File: config.mk
export PLATFORM = sky130hd
export DESIGN_NAME = planificador_rr_flat
export DESIGN_NICKNAME = d
export VERILOG_FILES = /design/src/rtl/planificador_rr_pkg.sv /design/src/rtl/planificador_rr_if.sv /design/src/rtl/planificador_rr_selector_rr.sv /design/src/rtl/planificador_rr.sv /design/src/flat_wrapper.sv
export SDC_FILE = /design/constraint.sdc
export NUM_CORES = 1
export LEC_CHECK = 0
export ABC_CLOCK_PERIOD_IN_PS = 3100
export CORE_AREA = 5 5 107 109
export DETAILED_ROUTE_END_ITERATION = 16
export DIE_AREA = 0 0 112 114
export PLACE_DENSITY = 0.76
export SLEW_MARGIN = 10
export SYNTH_ARGS = -nofsm -noshare
export SYNTH_HDL_FRONTEND = slang
export SYNTH_HIERARCHICAL = 1
export SYNTH_SLANG_ARGS = --single-unit
File: constraint.sdc
create_clock -name clk -period 3.1 [get_ports clk]
set_input_delay 0.62 -clock clk [delete_from_list [all_inputs] [get_ports clk]]
set_output_delay 0.62 -clock clk [all_outputs]
set_load 0.005 [all_outputs]
File: src/rtl/planificador_rr_pkg.sv
// planificador_rr_pkg: shared FSM encoding, default geometry and destination field layout.
package planificador_rr_pkg;
  typedef enum logic {ST_IDLE = 1'b0, ST_SERVE = 1'b1} state_t;
  localparam int WORD_SIZE_DEF = 10;
  localparam int BURST_DEF = 4;
  localparam int CNT_WIDTH_DEF = 8;
  // destination sits in the top DEST_W bits of every word
  localparam int DEST_W = 2;
endpackage

File: src/rtl/planificador_rr_if.sv
// planificador_rr_if: ingress FIFO heads, egress FIFO strobes/data and status of the scheduler.
interface planificador_rr_if #(parameter int WORD_SIZE = 10, parameter int CNT_WIDTH = 8);
  logic [3:0] empty_p;
  logic [3:0] almostfull_p;
  logic [3:0] pop_p;
  logic [3:0] push_p;
  logic [WORD_SIZE-1:0] data_in [4];
  logic [WORD_SIZE-1:0] data_out [4];
  logic [CNT_WIDTH-1:0] cnt_out [4];
  logic idle;
  modport master(output empty_p, almostfull_p, data_in, input pop_p, push_p, data_out, cnt_out, idle);
  modport slave(input empty_p, almostfull_p, data_in, output pop_p, push_p, data_out, cnt_out, idle);
endinterface

File: src/rtl/planificador_rr_selector_rr.sv
// planificador_rr_selector_rr: rotating-priority picker, first request at or after ptr.
module planificador_rr_selector_rr (
  input  logic [3:0] req,
  input  logic [1:0] ptr,
  output logic [1:0] idx,
  output logic       found
);
  logic [3:0] rot;
  always_comb begin
    rot = 4'({req, req} >> ptr);
    found = |rot;
    idx = ptr + (rot[0] ? 2'd0 : rot[1] ? 2'd1 : rot[2] ? 2'd2 : 2'd3);
  end
endmodule

File: src/rtl/planificador_rr.sv
// planificador_rr: round-robin mover from four ingress FIFOs to four egress FIFOs with
// bounded bursts, almostfull release and per-output saturating counters.
module planificador_rr
  import planificador_rr_pkg::*;
#(
  parameter int WORD_SIZE = WORD_SIZE_DEF,
  parameter int BURST = BURST_DEF,
  parameter int CNT_WIDTH = CNT_WIDTH_DEF
) (
  input logic clk,
  input logic reset,
  planificador_rr_if.slave bus
);
  localparam logic [CNT_WIDTH-1:0] CMAX = '1;
  state_t state;
  logic [1:0] ptr, gnt, idx, dest;
  logic [3:0] bcnt;
  logic found, serve, pop_ok, leave;
  planificador_rr_selector_rr u_sel (.req(~bus.empty_p), .ptr(ptr), .idx(idx), .found(found));
  always_comb begin
    serve = state == ST_SERVE;
    dest = bus.data_in[gnt][WORD_SIZE-1 -: DEST_W];
    pop_ok = serve && !bus.empty_p[gnt] && !bus.almostfull_p[dest];
    // a stalled grant is released instead of held, so other inputs keep flowing
    leave = !pop_ok || bcnt == 4'(BURST - 1);
    bus.pop_p = pop_ok ? 4'b1 << gnt : 4'b0;
    bus.idle = !serve && bus.push_p == 4'b0;
  end
  always_ff @(posedge clk or posedge reset) begin
    if (reset) begin
      state <= ST_IDLE;
      ptr <= '0;
      gnt <= '0;
      bcnt <= '0;
      bus.push_p <= '0;
      for (int i = 0; i < 4; i++) begin
        bus.data_out[i] <= '0;
        bus.cnt_out[i] <= '0;
      end
    end else begin
      bus.push_p <= pop_ok ? 4'b1 << dest : 4'b0;
      if (pop_ok) begin
        bus.data_out[dest] <= bus.data_in[gnt];
        if (bus.cnt_out[dest] != CMAX) bus.cnt_out[dest] <= bus.cnt_out[dest] + 1'b1;
      end
      if (!serve) begin
        if (found) begin
          state <= ST_SERVE;
          gnt <= idx;
          bcnt <= '0;
        end
      end else begin
        if (pop_ok) bcnt <= bcnt + 1'b1;
        if (leave) begin
          state <= ST_IDLE;
          ptr <= gnt + 2'd1;
        end
      end
    end
  end
endmodule
File: src/flat_wrapper.sv
// flat-port wrapper written by rule: the top's interface ports become plain ports
module planificador_rr_flat import planificador_rr_pkg::*;
#(
  parameter int WORD_SIZE = WORD_SIZE_DEF,
  parameter int BURST = BURST_DEF,
  parameter int CNT_WIDTH = CNT_WIDTH_DEF
)
  (clk, reset, bus_empty_p, bus_almostfull_p, bus_data_in, bus_pop_p, bus_push_p, bus_data_out, bus_cnt_out, bus_idle);
  planificador_rr_if #(.WORD_SIZE(WORD_SIZE), .CNT_WIDTH(CNT_WIDTH)) bus_i ();
  input logic clk;
  input logic reset;
  input wire logic [$bits(bus_i.empty_p)-1:0] bus_empty_p;
  input wire logic [$bits(bus_i.almostfull_p)-1:0] bus_almostfull_p;
  input wire logic [$bits(bus_i.data_in)-1:0] bus_data_in;
  output wire logic [$bits(bus_i.pop_p)-1:0] bus_pop_p;
  output wire logic [$bits(bus_i.push_p)-1:0] bus_push_p;
  output wire logic [$bits(bus_i.data_out)-1:0] bus_data_out;
  output wire logic [$bits(bus_i.cnt_out)-1:0] bus_cnt_out;
  output wire logic [$bits(bus_i.idle)-1:0] bus_idle;
  assign bus_i.empty_p = bus_empty_p;
  assign bus_i.almostfull_p = bus_almostfull_p;
  assign bus_i.data_in = {>>{bus_data_in}};
  assign bus_pop_p = bus_i.pop_p;
  assign bus_push_p = bus_i.push_p;
  assign bus_data_out = {>>{bus_i.data_out}};
  assign bus_cnt_out = {>>{bus_i.cnt_out}};
  assign bus_idle = bus_i.idle;
  planificador_rr #(.WORD_SIZE(WORD_SIZE), .BURST(BURST), .CNT_WIDTH(CNT_WIDTH)) u_core (.clk(clk), .reset(reset), .bus(bus_i));
endmodule
==> results_dict.tcl <==
set metrics [dict create \
    layout_commonest_cell "clkdlybuf4s50_1" \
    r2r_cells 10 \
    crit_arrival_ns 2.35 \
    portBuffers 130 \
    grt_pass1_vias 3745 \
    drt_iter0_drc 90 \
    synth-edff-count 0 \
    maxCapViolCount 0 \
    hp-start "u_core/bus.data_out[9]" \
    p_sw_mw 1.90 \
    drt_first_pass_iters 4 \
    die_w_um 112 \
    clk_pin_slew_ns 0.09 \
    finalWorstSetupSlack_ns 0.131 \
    nets 581 \
    hold_path_class "register to register" \
    path_common_cell "buf_6" \
    cpMaxStageDelayCell "mux4_2" \
    row_count 38 \
    wl_per_cell_um 17.5 \
    start_kind "primary input" \
    cp.required_ns 2.48 \
    rsz0062_at_grt "false" \
    netlist_instances 354 \
    ir_drop_uv 445 \
    fin_crit_sh_pct 95.8 \
    final-setup-viol-count 0 \
    start_util_pct 41.2 \
    drc_errors 0 \
    drv_slew 0 \
    hold_viol 0 \
    clock-root-buffer "clkbuf_8" \
    clock_latency_ns 0.36 \
    antenna_left 0 \
    syn_nets 411 \
    holdPathEnd "u_core/bus.data_out[9]" \
    clkPwrFrac_pct 14.6 \
    mostFrequentLayoutCells "clkdlybuf4s50_1 (122), dfrtp_1 (84), buf_4 (42)" \
    grt_overflow_total 0 \
    path_class "primary input to output pin" \
    cp_cell_sequence "clkdlybuf4s50_1, mux4_2, mux2i_1, nor2_1, buf_4, buf_6, and2_4, buf_6" \
    p_sw_share_pct 35.1 \
    async_reset_ff_share_pct 100 \
    drive_gt1_share_pct 24.6 \
    combPwrFrac_pct 52.1 \
    synth_seq_area_share_pct 49.1 \
    ys.warnings.count 6 \
    globalplace.congestion 0.867 \
    timing.hold.ws_ns 0.478 \
    antenna_found_initial 0 \
    core-area_um2 10500 \
    synth.avg_cell_area_um2 12.2 \
    ios 131 \
    min_period_ns 2.97 \
    dp_slack_ns -0.360 \
    cpPeakStageDelay_ns 0.54 \
    power_density_nw_per_um2 857 \
    clock_skew_ns 0.0168 \
    grt.total_usage_pct 18.6 \
    power_leakage_nw 2.81 \
    whs_path_depth 1 \
    dp_hpwl_um 9080 \
    timing.setup.tns_ns 0 \
    netlist_area_um2 4330 \
    antenna_cells 0 \
    grt_start_max_net_pins 44 \
    p_int_mw 3.51 \
    end_kind "output pin" \
    dp_cells 650 \
    dieArea_um2 12800 \
    synthFlopType "dfrtp_1" \
    worstSetupStartpoint "bus_data_in[9]" \
    rr_endpoint "u_core/bus.cnt_out[12]" \
    final_cell_count_no_fill 669 \
    cts_tree "built" \
    cts-buffers-inserted 9 \
    cts_sinks 85 \
    maxSlewHeadroom_pct 52.1 \
    grt_first_pass_wirelength_um 19000 \
    fmax_mhz 337 \
    power.share.sequential_pct 33.3 \
    synth.distinct_cells 47 \
    reg2reg_slack_ns 0.14 \
    routed_wirelength_um 11700 \
    clockBufferDepth 2 \
    run_status "finished clean" \
    die_h_um 114 \
    synth_seq_cells 85 \
    area_growth_pct 45.9 \
    cp_max_fo 4 \
    cts.htree.levels 3 \
    post-route-util_pct 60.1 \
    num_vias 3393 \
    r2r-start "u_core/gnt[0]" \
    via_per_inst 5.07 \
    worst_pin_slew_ns 0.717 \
]
==> worst max-delay path: cells and delay by family <==
kind | cells | cell delay, ns
buf+inv | 4 | 0.75
simple gates | 2 | 0.21
mux | 2 | 0.77
==> how the worst max path moves through the flow <==
stage | to | depth (start not counted)
global placement | bus_pop_p[1] | 8
finish | bus_pop_p[0] | 8
floorplan | u_core/bus.cnt_out[10] | 10
global route | u_core/bus.cnt_out[6] | 10
detailed placement | u_core/bus.cnt_out[12] | 12
CTS | bus_pop_p[0] | 8
==> synthesized netlist by cell type, drive strengths merged (2+ instances only) <==
library cell,count,area (µm²)
a211oi,4,30.0
a21oi,7,80.1
a2bb2oi,4,35.0
and2,9,58.8
buf,12,87.6
clkbuf,6,22.5
dfrtp,85,2130
ha,7,87.6
inv,25,93.8
mux2,40,473
mux2i,34,340
mux4,13,297
nand2,39,146
nand2b,11,68.8
nand3,3,15.0
nand4,6,37.5
nor2,9,33.8
nor2b,2,12.5
nor3b,2,15.0
o211ai,4,30.0
o21ai,8,43.8
or3,2,12.5
or4,2,15.0
xnor2,2,17.5
xor2,3,26.3
==> power by group through the flow <==
stage | Clock [mW] | Combinational, mW | Sequential (mW)
after floorplan | 0 | 1.43 | 1.77
after global placement | 0 | 2.71 | 1.80
after detailed placement | 0 | 2.79 | 1.82
after CTS | 0.818 | 2.84 | 1.80
after global routing | 0.872 | 3.03 | 1.86
final | 0.793 | 2.82 | 1.80
==> metal layers <==
| metal | GRT usage [%] | vias up | routed length, µm |
|---|---|---|---|
| li1 | - | 1589 | - |
| met4 | 3.53 | 0 | 67 |
| met2 | 31.8 | 100 | 5850 |
| met3 | 5.94 | 8 | 808 |
| met5 | 0 | - | 0 |
| met1 | 23.5 | 1696 | 4990 |
==> registers in the layout, indices dropped and copies added, names as in the netlist <==
register and flops:
u_core/bus.push_p 4, u_core/bus.data_out 40, u_core/serve 1, u_core/bus.cnt_out 32, u_core/gnt 2, u_core/ptr 2
u_core/bcnt 4
==> timing repair <==
item | in CTS | in global routing
pin swaps | 3 | 0
cloned | 0 | 0
buffers inserted | 3 | 0
gates resized for setup | 21 | 1
hold buffers | 0 | 0
endpoints found under the setup margin | 4 | 12
==> cells by family (layout without fill, tap and decap cells) <==
logic type,after synthesis,count (layout),share of synthesized area (%)
AND/OR/NAND/NOR,91,91,10.6
buffers and inverters,43,218,4.71
AO/OA/AOI/OAI,36,36,6.82
XOR/XNOR,5,5,1.01
adder cells (fa/ha/maj),7,7,2.02
multiplexers,87,87,25.6
flip-flops,85,85,49.1
==> layout make-up <==
type                       instances  area (µm²)
tap                              140         175
sequential                        85        2130
timing repair buffer             177        1710
clock buffer                      10         128
multi-input combinational        226        2010
inverter                          25        95.1
fill                             844        4190
clock inverter                     6        71.3
==> through the flow <==
step | area [µm²] | power, mW
3_3_place_gp | 6090 | 4.51
3_5_place_dp | 6090 | 4.61
4_1_cts | 6310 | 5.46
5_1_grt | 6310 | 5.76
6_report | 6310 | 5.41
2_1_floorplan | 4340 | 3.20
Power figures use the tool's default switching activity.
